**src/rtl/lut4_mask_probe.sv**
```systemverilog
// rtl/lut4_mask_probe.sv - LUT4 truth-table readback: sweeps din 0..15, rebuilds the 16-bit mask.
// Optional LUT4_MASK_PROBE_CHECK_EN adds exp_mask compare with a registered mismatch flag.
module lut4_mask_probe #(
  parameter int SETTLE_CYCLES = 2,
  parameter int CNT_W         = 8
) (
  input  logic        clk,
  input  logic        rst_n,
  input  logic        start,
  output logic        busy,
  output logic [3:0]  probe_din,
  input  logic        probe_dout,
  output logic [15:0] mask_out,
  output logic        mask_valid,
  input  logic        mask_ready
`ifdef LUT4_MASK_PROBE_CHECK_EN
  ,
  input  logic [15:0] exp_mask,
  output logic        mismatch
`endif
);

  typedef enum logic [1:0] {
    IDLE   = 2'd0,
    DRIVE  = 2'd1,
    SAMPLE = 2'd2,
    DONE   = 2'd3
  } state_t;

  localparam logic [CNT_W-1:0] SETTLE_LOAD = CNT_W'(SETTLE_CYCLES);

  state_t            state_q;
  state_t            state_d;
  logic [3:0]        idx_q;
  logic [CNT_W-1:0]  cnt_q;
  logic [15:0]       shadow_q;
  logic [15:0]       shadow_next;

  always_ff @(posedge clk or negedge rst_n) begin
    if (!rst_n) begin
      state_q <= IDLE;
    end else begin
      state_q <= state_d;
    end
  end

  always_comb begin
    state_d = state_q;
    case (state_q)
      IDLE:    if (start) state_d = DRIVE;
      DRIVE:   if (cnt_q == CNT_W'(1)) state_d = SAMPLE;
      SAMPLE:  state_d = (idx_q == 4'd15) ? DONE : DRIVE;
      DONE:    if (mask_valid && mask_ready) state_d = IDLE;
      default: state_d = IDLE;
    endcase
  end

  always_comb begin
    busy      = (state_q != IDLE);
    probe_din = (state_q == IDLE) ? 4'd0 : idx_q;
  end

  // The shadow absorbs the current sample so the final bit lands in mask_out on the same edge.
  always_comb begin
    shadow_next        = shadow_q;
    shadow_next[idx_q] = probe_dout;
  end

  always_ff @(posedge clk or negedge rst_n) begin
    if (!rst_n) begin
      idx_q      <= 4'd0;
      cnt_q      <= '0;
      shadow_q   <= 16'd0;
      mask_out   <= 16'd0;
      mask_valid <= 1'b0;
`ifdef LUT4_MASK_PROBE_CHECK_EN
      mismatch   <= 1'b0;
`endif
    end else begin
      case (state_q)
        IDLE: begin
          if (start) begin
            idx_q <= 4'd0;
            cnt_q <= SETTLE_LOAD;
          end
        end
        DRIVE: begin
          cnt_q <= cnt_q - CNT_W'(1);
        end
        SAMPLE: begin
          shadow_q <= shadow_next;
          if (idx_q == 4'd15) begin
            mask_out   <= shadow_next;
            mask_valid <= 1'b1;
`ifdef LUT4_MASK_PROBE_CHECK_EN
            mismatch   <= (shadow_next != exp_mask);
`endif
          end else begin
            idx_q <= idx_q + 4'd1;
            cnt_q <= SETTLE_LOAD;
          end
        end
        DONE: begin
          if (mask_valid && mask_ready) begin
            mask_valid <= 1'b0;
`ifdef LUT4_MASK_PROBE_CHECK_EN
            mismatch   <= 1'b0;
`endif
          end
        end
        default: ;
      endcase
    end
  end

endmodule

```
**config.mk**
```make
export PLATFORM = sky130hd
export DESIGN_NAME = lut4_mask_probe
export DESIGN_NICKNAME = d
export VERILOG_FILES = /design/src/rtl/lut4_mask_probe.sv
export SDC_FILE = /design/constraint.sdc
export NUM_CORES = 1
export LEC_CHECK = 0
export BUFFER_PORTS_ARGS = -buffer_cell sky130_fd_sc_hd__buf_2
export CAP_MARGIN = 20
export CELL_PAD_IN_SITES_DETAIL_PLACEMENT = 2
export CELL_PAD_IN_SITES_GLOBAL_PLACEMENT = 2
export CORE_ASPECT_RATIO = 1.4
export CORE_UTILIZATION = 32
export DETAILED_ROUTE_END_ITERATION = 10
export GPL_TIMING_DRIVEN = 0
export MAX_ROUTING_LAYER = met4
export PLACE_DENSITY_LB_ADDON = 0.1
export SETUP_SLACK_MARGIN = 0.15
export SLEW_MARGIN = 20
export SYNTH_ARGS = -nofsm -noshare
export SYNTH_HDL_FRONTEND = slang
export SYNTH_SLANG_ARGS = --single-unit
```
**constraint.sdc**
```tcl
create_clock -name clk -period 1.7 [get_ports clk]
set_clock_uncertainty 0.2 [all_clocks]
set_input_delay 0.51 -clock clk [delete_from_list [all_inputs] [get_ports clk]]
set_output_delay 0.51 -clock clk [all_outputs]
set_load 0.03 [all_outputs]
```
==> flow_metrics.py, run 1 <==
metrics = {
    "synth": {
        "ys.flop_type": "dfrtp_1",
        "syn_area_per_cell_um2": 9.650,
        "yosys_warnings": 0,
        "netlist_area_um2": 2181,
        "synth_cell_types": 35,
        "async_flop_share": 1.000,
        "syn-num-nets": 237,
        "synthCells": 226,
        "ys_seq_area_frac": 0.5278,
        "synth_edf_count": 0,
        "ys_ff_latch": 46,
    },
    "worst_setup_path": {
        "cp-start-kind": "flop",
        "crit_top_cell": "nor2_4",
        "crit_path_max_fanout": 6,
        "cpPeakStageDelay_ps": 420,
        "path_cells": "buf_8, nor2_4, buf_12, nor2_4, buf_6",
        "ff2ff_setup_slack_ps": -180,
        "crit_slowest_cell": "dfrtp_1",
        "r2r-end": "cnt_q[7]$_DFFE_PN0P_",
        "crit_type": "flop to output pin",
        "required_ps": 990,
        "cp_data_arrival_time_ps": 1320,
        "rr_worst_depth": 4,
        "r2r-start": "cnt_q[2]$_DFFE_PN0P_",
        "end_kind": "output pin",
    },
    "sta": {
        "rsz0062_at_grt": "true",
        "fin_crit_ps": 2028,
        "fin_crit_sh": 1.193,
        "setup_viol": 45,
        "slew_violations": 0,
        "max_freq_mhz": 493.0,
        "finalSetupTns_ps": -4861,
        "worst_slew_pin_slew_ps": 541.1,
        "slew_headroom": 0.6393,
        "finalHoldViolCount": 0,
        "timing.final.ws_setup_ps": -328.2,
    },
    "placed_design": {
        "gp_congestion": 0.7102,
        "io_buffers": 25,
        "place_ws_ps": -331.2,
        "dpl_cell_area_um2": 2512,
        "hpwlAfterDp_mm": 4.101,
    },
    "outcome": {
        "violations": "setup timing",
        "status": "finished with violations",
    },
    "global_routing": {
        "first_global_vias": 2172,
        "grt_antenna_before_repair": 0,
        "grt_pass1_wl_mm": 11.35,
        "grt_max_degree": 26,
        "overflow": 0,
        "grt.total_usage": 0.2209,
    },
    "power": {
        "intPower_mw": 2.645,
        "powerDensity_nw_per_um2": 1279,
        "p_seq_frac": 0.353,
        "p_total_mw": 4.358,
        "swShare": 0.3930,
        "p_clk_frac": 0.203,
        "pwr-share-comb": 0.445,
        "p_leak_nw": 1.648,
        "irDropWorstVdd_uv": 640.7,
        "p_sw_mw": 1.713,
    },
    "finish": {
        "drive_gt1_frac": 0.5318,
        "finish.instance_area_um2": 3408,
        "syn_to_final_growth_pct": 56.28,
        "n_fill_cell": 641,
        "antenna_cells": 0,
        "final_nets": 309,
        "fin_util": 0.5189,
    },
    "clocking": {
        "cts.sinks": 46,
        "cts_made_buffers": 5,
        "clockRootBuffer": "clkbuf_8",
        "clk_path_buf_depth": 2,
        "clk_pin_slew_ps": 100,
        "h-tree-depth": 2,
        "clkLatencyLatePin_ps": 320,
        "cts_tree": "built",
    },
    "routing": {
        "via_per_inst": 5.198,
        "dr_total_vias": 1939,
        "wl_mm": 7.682,
        "detail_route.first_pass.iterations": 6,
        "drc": 0,
        "drt_iter0_drc": 42,
        "wl_per_cell_um": 20.60,
        "ant_nets": 0,
    },
    "floorplan": {
        "die_w_um": 71.77,
        "dieHeight_um": 99.68,
        "core.rowCount": 35,
        "dieArea_um2": 7154,
        "start_util": 0.3320,
        "core_um2": 6569,
        "io_pins": 27,
    },
    "min_path": {
        "holdCritStartpoint": "mask_ready",
        "hold_end": "mask_valid$_DFFE_PN0P_",
        "hp-class": "input port to flop",
        "hold_path_depth": 2,
    },
    "flow_run": {
        "cap_violations": 0,
    },
}
sequential cells by signal (all words and copies together), names as in the netlist:
signal and count:
mask_out 16, shadow_q 15, cnt_q 8, idx_q 4
state_q 2, mask_valid 1
cells by family after synthesis:
family / synth area share
buffers and inverters: 0.02984
xor gates and xnor gates: 0.02008
and+or+nand+nor: 0.2192
AOI/OAI and AO/OA: 0.07287
DFF: 0.5278
adders and majority gates: 0.03442
muxes: 0.09581
cell type report:
cell class                      count  area (um2)  share of cell area
Buffer                             10       116.4             0.03414
Clock buffer                        5       68.82             0.02019
Clock inverter                      3       43.79             0.01285
Inverter                            7       31.28            0.009178
Multi-Input combinational cell    163        1234              0.3620
Sequential cell                    46        1157              0.3396
Tap cell                           74       92.59             0.02717
Timing Repair Buffer               65       664.4              0.1949
cell usage after synthesis (all sizes together), types with 4 or more instances:
master  count  area [um2]
nand2      52       195.2
dfrtp      46        1151
nor2       22       82.58
mux2       15       168.9
a21oi      10       50.05
clkbuf      7       26.28
inv         7       26.28
o21ai       7       35.03
ha          6       75.07
or3         6       42.54
nand3       5       25.02
nand4       5       37.53
mux2i       4       40.04
nor3        4       20.02
xor2        4       35.03
routing by layer:
metal | GRT usage | part of all wire | vias up
met5 | - | 0 | -
li1 | - | - | 899
met4 | 0.1116 | 0.029 | 0
met2 | 0.4020 | 0.57 | 30
met3 | 0.03647 | 0.019 | 16
met1 | 0.2241 | 0.38 | 994
critical path: cells and delay by family, from the launching register on:
kind,cells,cell delay [ps]
buf+inv,3,410
flops,1,420
simple gates,2,160
through the flow:
step / hold slack (ps) / instances
after floorplan: 14.41 / 226
after global placement: 249.4 / 325
after detailed placement: 254.5 / 326
after CTS: 197.0 / 363
after global routing: 217.9 / 373
final: 217.0 / 373
worst max-delay path by stage:
stage                           start                   end  slack [ps]  depth (start not counted)
6_report       state_q[0]$_DFFE_PN0P_          probe_din[0]        -330                          5
5_1_grt        state_q[0]$_DFFE_PN0P_          probe_din[0]        -370                          5
4_1_cts        state_q[1]$_DFFE_PN0P_          probe_din[2]        -330                          5
3_5_place_dp     idx_q[1]$_DFFE_PN0P_  cnt_q[7]$_DFFE_PN0P_        -330                          5
3_3_place_gp     idx_q[1]$_DFFE_PN0P_  cnt_q[7]$_DFFE_PN0P_        -270                          5
2_1_floorplan    cnt_q[4]$_DFFE_PN0P_  cnt_q[7]$_DFFE_PN0P_         -60                          4
power groups by stage:
stage / Combinational, mW / Clock [mW] / Sequential, mW
global route: 2.08 / 0.931 / 1.57
finish: 1.94 / 0.883 / 1.54
global placement: 1.21 / 0 / 1.53
detailed placement: 1.24 / 0 / 1.54
CTS: 1.69 / 0.890 / 1.52
floorplan: 0.937 / 0 / 1.49
what timing repair did:
action | CTS | global route
hold endpoints to repair | 21 | 0
endpoints found under the setup margin | 65 | 70
buffers inserted | 26 | 10
hold buffers | 1 | 0
pin swaps | 18 | 9
gates resized for setup | 115 | 22
gates cloned | 2 | 0
cell usage in the layout (no fill, tap or decap), drive strengths merged, types with 6 or more instances in the layout:
master	n
clkbuf	11
nand2	52
inv	8
dfrtp	46
buf	68
ha	6
o21ai	7
mux2	15
or3	6
a21oi	10
nor2	22
No activity file was read; power rests on OpenSTA's default activity.
==> inputs of run 2 (changes only) <==
--- a/config.mk
+++ b/config.mk
@@ -10,11 +10,12 @@
 export CELL_PAD_IN_SITES_DETAIL_PLACEMENT = 2
 export CELL_PAD_IN_SITES_GLOBAL_PLACEMENT = 2
 export CORE_ASPECT_RATIO = 1.4
-export CORE_UTILIZATION = 32
+export CORE_UTILIZATION = 34
+export CTS_BUF_LIST = sky130_fd_sc_hd__clkbuf_8
 export DETAILED_ROUTE_END_ITERATION = 10
 export GPL_TIMING_DRIVEN = 0
 export MAX_ROUTING_LAYER = met4
-export PLACE_DENSITY_LB_ADDON = 0.1
+export PLACE_DENSITY = 0.87
 export SETUP_SLACK_MARGIN = 0.15
 export SLEW_MARGIN = 20
 export SYNTH_ARGS = -nofsm -noshare
==> run 2 against run 1 <==
Compared with the run above:
- the flow finishes with violations (hold timing, setup timing)
- fmax decreased by 0.80%
- via count increased by 8.3%
- non-clock buffer count increased by 16
- core utilization increased by 10 points
- largest cell class unchanged
- largest power group unchanged
==> flow_metrics.py, run 2 (synthesis results as in run 1) <==
metrics = {
    "power": {
        "p_seq_frac": 0.324,
        "irDropWorstVdd_uv": 938.4,
        "p_clk_frac": 0.180,
        "swShare": 0.4251,
        "p_sw_mw": 2.060,
        "p_leak_nw": 1.849,
        "intPower_mw": 2.786,
        "powerDensity_nw_per_um2": 1261,
        "pwr-share-comb": 0.496,
    },
    "worst_setup_path": {
        "end_kind": "output pin",
        "path_cells": "clkbuf_8, nor2b_4, buf_6",
        "crit_type": "flop to output pin",
        "crit_path_max_fanout": 10,
        "cp_data_arrival_time_ps": 1330,
        "cp-start-kind": "flop",
        "path_buf_inv": 2,
        "required_ps": 990,
        "cp_top_family": "flip-flops",
        "crit_slowest_cell": "dfrtp_2",
        "cpPeakStageDelay_ps": 470,
    },
    "clocking": {
        "cts_hold_buffers": 0,
        "h-tree-depth": 2,
        "clockRootBuffer": "clkbuf_8",
        "cts.sinks": 46,
        "clkLatencyLatePin_ps": 320,
        "clk_path_buf_depth": 2,
        "cts_tree": "built",
        "clk_pin_slew_ps": 100,
        "cts_made_buffers": 5,
    },
    "sta": {
        "finalSetupTns_ps": -11690,
        "fin_crit_sh": 1.203,
        "rsz0062_at_grt": "true",
        "slew_violations": 0,
        "slew_headroom": 0.5949,
        "worst_slew_pin_slew_ps": 607.7,
        "fin_crit_ps": 2045,
        "finalHoldViolCount": 12,
        "setup_viol": 49,
        "timing.final.ws_setup_ps": -344.6,
        "max_freq_mhz": 489.1,
        "fin_hold_ws_ps": -11.72,
    },
    "placed_design": {
        "dp.cells": 323,
        "gp_congestion": 0.7630,
        "dpl_cell_area_um2": 2490,
        "hpwlAfterDp_mm": 3.958,
        "io_buffers": 25,
    },
    "global_routing": {
        "grt.total_usage": 0.2799,
        "grt_antenna_before_repair": 0,
        "grt_max_degree": 47,
        "first_global_vias": 2296,
        "grt_pass1_wl_mm": 13.72,
        "overflow": 0,
    },
    "floorplan": {
        "dieHeight_um": 96.76,
        "die_w_um": 69.69,
        "core.rowCount": 34,
        "dieArea_um2": 6743,
        "start_util": 0.3511,
        "io_pins": 27,
        "core_um2": 6211,
    },
    "finish": {
        "syn_to_final_growth_pct": 76.31,
        "finish.instance_area_um2": 3845,
        "fin_util": 0.6191,
        "drive_gt1_frac": 0.6254,
        "layout_commonest_cell": "buf_4",
        "final_nets": 325,
        "n_fill_cell": 547,
        "antenna_cells": 0,
        "reg_top3": "mask_out x16, shadow_q x15, cnt_q x8",
        "top_register": "mask_out",
        "largest_reg_flops": 16,
        "layout_common_cells": "buf_4, dfrtp_1, buf_6",
        "fin_cells": 387,
    },
    "routing": {
        "ant_nets": 0,
        "dr_total_vias": 2099,
        "detail_route.first_pass.iterations": 4,
        "wl_per_cell_um": 27.75,
        "via_per_inst": 5.424,
        "drt_iter0_drc": 74,
        "drc": 0,
        "wl_mm": 10.74,
    },
    "flow_run": {
        "cap_violations": 0,
    },
    "outcome": {
        "violations": "hold timing, setup timing",
        "status": "finished with violations",
    },
    "min_path": {
        "hp-class": "input port to async pin",
    },
}
[run 2: changes by cell type in the layout (fill, tap and decap cells not counted), moves of 3 or more]
cell     delta
nand2_2     +3
nor2_2     -10
nor3_4      +3
mux2_4     +15
mux2_2     -13
nand2_4     +7
buf_6       -7
nand2_8     +5
nor3_2      -3
buf_4      +21
nand2_1    -15
nor2_4     +11
buf_8       +4
[run 2: power by group through the flow]
stage	Clock (mW)	Combinational, mW	Sequential [mW]
after global placement	0	1.17	1.52
after global routing	0.910	2.51	1.59
after floorplan	0	0.937	1.49
final	0.872	2.40	1.57
after CTS	0.866	1.86	1.51
after detailed placement	0	1.22	1.55
[run 2: area by class of cell]
cell class | instances | area, um2 | share of cell area
well taps | 72 | 90.09 | 0.02343
inverters | 7 | 28.78 | 0.007485
repair buffers | 81 | 795.8 | 0.2070
clock inverters | 3 | 43.79 | 0.01139
plain buffers | 10 | 117.6 | 0.03059
flip-flops and latches | 46 | 1157 | 0.3010
multi-input cells | 163 | 1543 | 0.4012
clock buffers | 5 | 68.82 | 0.01790
[run 2: stage by stage]
stage | setup slack, ps | power (mW)
2_1_floorplan | -63.14 | 2.426
3_3_place_gp | -243.1 | 2.690
3_5_place_dp | -284.9 | 2.764
4_1_cts | -309.0 | 4.229
5_1_grt | -387.8 | 5.010
6_report | -344.6 | 4.847
[run 2: per-layer routing]
metal  share of wire  track usage  vias up
met2            0.54       0.5198       47
li1                -            -      940
met5               0            -        -
met4           0.036      0.08000        0
met3           0.019      0.03125       27
met1            0.40       0.3118     1085
[run 2: timing repair]
action                     CTS  global route
setup endpoints to repair   67            68
resized for setup          133            69
pin swaps                   24            17
setup buffers               31            22
gates cloned                 2             1
[run 2: final timing paths]
check	from	endpoint	slack, ps	cells after the start
max	idx_q[2]$_DFFE_PN0P_	probe_din[2]	-340	3
min	rst_n	shadow_q[12]$_DFFE_PN0P_	-10	1
max reg2reg	state_q[1]$_DFFE_PN0P_	shadow_q[1]$_DFFE_PN0P_	-320	8
min reg2reg	mask_out[10]$_DFFE_PN0P_	mask_out[10]$_DFFE_PN0P_	310	2
max in group asynchronous	rst_n	idx_q[2]$_DFFE_PN0P_	850	1
min in group clk	start	idx_q[3]$_DFFE_PN0P_	270	2
==> inputs of run 3 (changes only) <==
--- a/config.mk
+++ b/config.mk
@@ -10,12 +10,12 @@
 export CELL_PAD_IN_SITES_DETAIL_PLACEMENT = 2
 export CELL_PAD_IN_SITES_GLOBAL_PLACEMENT = 2
 export CORE_ASPECT_RATIO = 1.4
-export CORE_UTILIZATION = 34
+export CORE_UTILIZATION = 30
 export CTS_BUF_LIST = sky130_fd_sc_hd__clkbuf_8
 export DETAILED_ROUTE_END_ITERATION = 10
 export GPL_TIMING_DRIVEN = 0
 export MAX_ROUTING_LAYER = met4
-export PLACE_DENSITY = 0.87
+export PLACE_DENSITY = 0.79
 export SETUP_SLACK_MARGIN = 0.15
 export SLEW_MARGIN = 20
 export SYNTH_ARGS = -nofsm -noshare
==> run 3 against run 2 <==
Compared with the run above:
- the run still ends with hold timing, setup timing left
- sequential share of layout area is essentially flat
- wire length decreased by 6.5%
- design area barely moved
- clock power hardly changed
- core utilization shrank 6.8 points
- final cell count is 7.2% higher
- critical path type unchanged
- critical endpoint is now probe_din[0]
- largest cell class unchanged
==> flow_metrics.py, run 3 (synthesis results as in run 1) <==
metrics = {
    "worst_setup_path": {
        "cp_data_arrival_time_ps": 1350,
        "cpPeakStageDelay_ps": 450,
        "cp-start-kind": "flop",
        "crit_type": "flop to output pin",
        "crit_path_max_fanout": 6,
        "crit_top_cell": "nor2_4",
        "required_ps": 990,
        "end_kind": "output pin",
        "crit_slowest_cell": "dfrtp_2",
        "path_cells": "buf_8, nor2_4, buf_12, nor2_4, buf_6",
    },
    "sta": {
        "timing.final.ws_setup_ps": -362.5,
        "max_freq_mhz": 484.9,
        "slew_violations": 0,
        "finalSetupTns_ps": -10720,
        "setup_viol": 48,
        "slew_headroom": 0.5840,
        "fin_crit_ps": 2062,
        "rsz0062_at_grt": "true",
        "finalHoldViolCount": 23,
        "fin_crit_sh": 1.213,
        "fin_hold_ws_ps": -23.98,
        "worst_slew_pin_slew_ps": 624.0,
    },
    "power": {
        "p_seq_frac": 0.328,
        "p_clk_frac": 0.183,
        "pwr-share-comb": 0.489,
        "p_leak_nw": 1.732,
        "powerDensity_nw_per_um2": 1242,
        "swShare": 0.4145,
        "irDropWorstVdd_uv": 1101,
        "p_sw_mw": 1.980,
        "intPower_mw": 2.797,
    },
    "outcome": {
        "status": "finished with violations",
        "violations": "hold timing, setup timing",
    },
    "clocking": {
        "h-tree-depth": 2,
        "clk_pin_slew_ps": 100,
        "cts_hold_buffers": 0,
        "cts_made_buffers": 5,
        "clockRootBuffer": "clkbuf_8",
        "cts_tree": "built",
        "clkLatencyLatePin_ps": 330,
        "cts.sinks": 46,
        "clk_path_buf_depth": 2,
    },
    "finish": {
        "largest_reg_flops": 16,
        "layout_common_cells": "buf_6, dfrtp_1, buf_4",
        "drive_gt1_frac": 0.6281,
        "multi_input_area_um2": 1490,
        "n_fill_cell": 687,
        "layout_commonest_cell": "buf_6",
        "top_register": "mask_out",
        "final_nets": 330,
        "antenna_cells": 0,
        "syn_to_final_growth_pct": 76.42,
        "regArea_um2": 1157,
        "reg_top3": "mask_out x16, shadow_q x15, cnt_q x8",
    },
    "floorplan": {
        "core.rowCount": 36,
        "core_um2": 6982,
        "dieHeight_um": 102.9,
        "io_pins": 27,
        "dieArea_um2": 7619,
        "start_util": 0.3124,
        "die_w_um": 74.06,
    },
    "global_routing": {
        "grt_max_degree": 47,
        "grt_pass1_wl_mm": 13.30,
        "grt_antenna_before_repair": 0,
        "grt.total_usage": 0.2526,
        "first_global_vias": 2344,
        "overflow": 0,
    },
    "min_path": {
        "hp-class": "input port to async pin",
    },
    "flow_run": {
        "cap_violations": 0,
    },
    "routing": {
        "dr_total_vias": 2116,
        "drc": 0,
        "wl_per_cell_um": 24.21,
        "ant_nets": 0,
        "wl_mm": 10.05,
        "drt_iter0_drc": 55,
        "detail_route.first_pass.iterations": 4,
        "via_per_inst": 5.099,
    },
    "placed_design": {
        "io_buffers": 25,
        "place_ws_ps": -317.8,
        "gp_congestion": 0.7571,
        "hpwlAfterDp_mm": 4.045,
    },
}
==> run 3: cell types whose count changed in the layout (fill, tap and decap cells not counted), sizes merged <==
cell	before	now
clkinvlp	0	1
clkinv	1	0
clkbuf	10	8
buf	86	93
==> run 3: power groups by stage <==
stage	sequential, mW	combinational (mW)	clock [mW]
2_1_floorplan	1.49	0.937	0
3_3_place_gp	1.52	1.18	0
3_5_place_dp	1.54	1.23	0
4_1_cts	1.50	1.78	0.843
5_1_grt	1.59	2.47	0.923
6_report	1.56	2.34	0.875
==> run 3: layer usage <==
metal  GRT usage  share of wire  up-vias
met5           -              0        -
met4      0.1124          0.022        0
met3     0.04594          0.020       18
met2      0.4769           0.57       32
met1      0.2436           0.39     1120
li1            -              -      946
==> run 3: final timing paths <==
check | from | endpoint | slack (ps) | cells past startpoint
max in group asynchronous | rst_n | state_q[1]$_DFFE_PN0P_ | 850 | 1
min in group clk | mask_ready | mask_valid$_DFFE_PN0P_ | 240 | 2
setup reg to reg | state_q[1]$_DFFE_PN0P_ | shadow_q[3]$_DFFE_PN0P_ | -340 | 7
hold reg to reg | shadow_q[9]$_DFFE_PN0P_ | mask_out[9]$_DFFE_PN0P_ | 310 | 2
setup / recovery | state_q[1]$_DFFE_PN0P_ | probe_din[0] | -360 | 5
hold / removal | rst_n | mask_out[0]$_DFFE_PN0P_ | -20 | 1
==> run 3: through the flow <==
step,power (mW),cell area (um2),hold WS (ps),util,std cells
global placement,2.704,2519,248.2,0.3608,346
floorplan,2.426,2275,14.41,-,226
CTS,4.123,3342,211.7,0.4787,392
detailed placement,2.777,2519,256.4,0.3608,346
finish,4.777,3847,-23.98,0.5511,415
global route,4.980,3847,7.939,0.5511,415
==> run 3: cell type report <==
type                       instances  share of cell area
multi-input combinational        163              0.3873
sequential                        46              0.3008
timing repair buffer              86              0.2156
tap                               95             0.03089
buffer                            10             0.02862
clock buffer                       5             0.01789
clock inverter                     3             0.01073
inverter                           7            0.008130
==> run 3: critical path: cells and delay by family, from the launching register on <==
kind	cells	cell delay [ps]
AND/OR/NAND/NOR	2	160
buffers and inverters	3	420
flip-flops	1	450
==> run 3: what timing repair did <==
action | 4_1_cts | 5_1_grt
setup buffers | 35 | 24
setup endpoints to repair | 67 | 67
cloned | 3 | 0
gates resized for setup | 124 | 83
pin swaps | 51 | 18
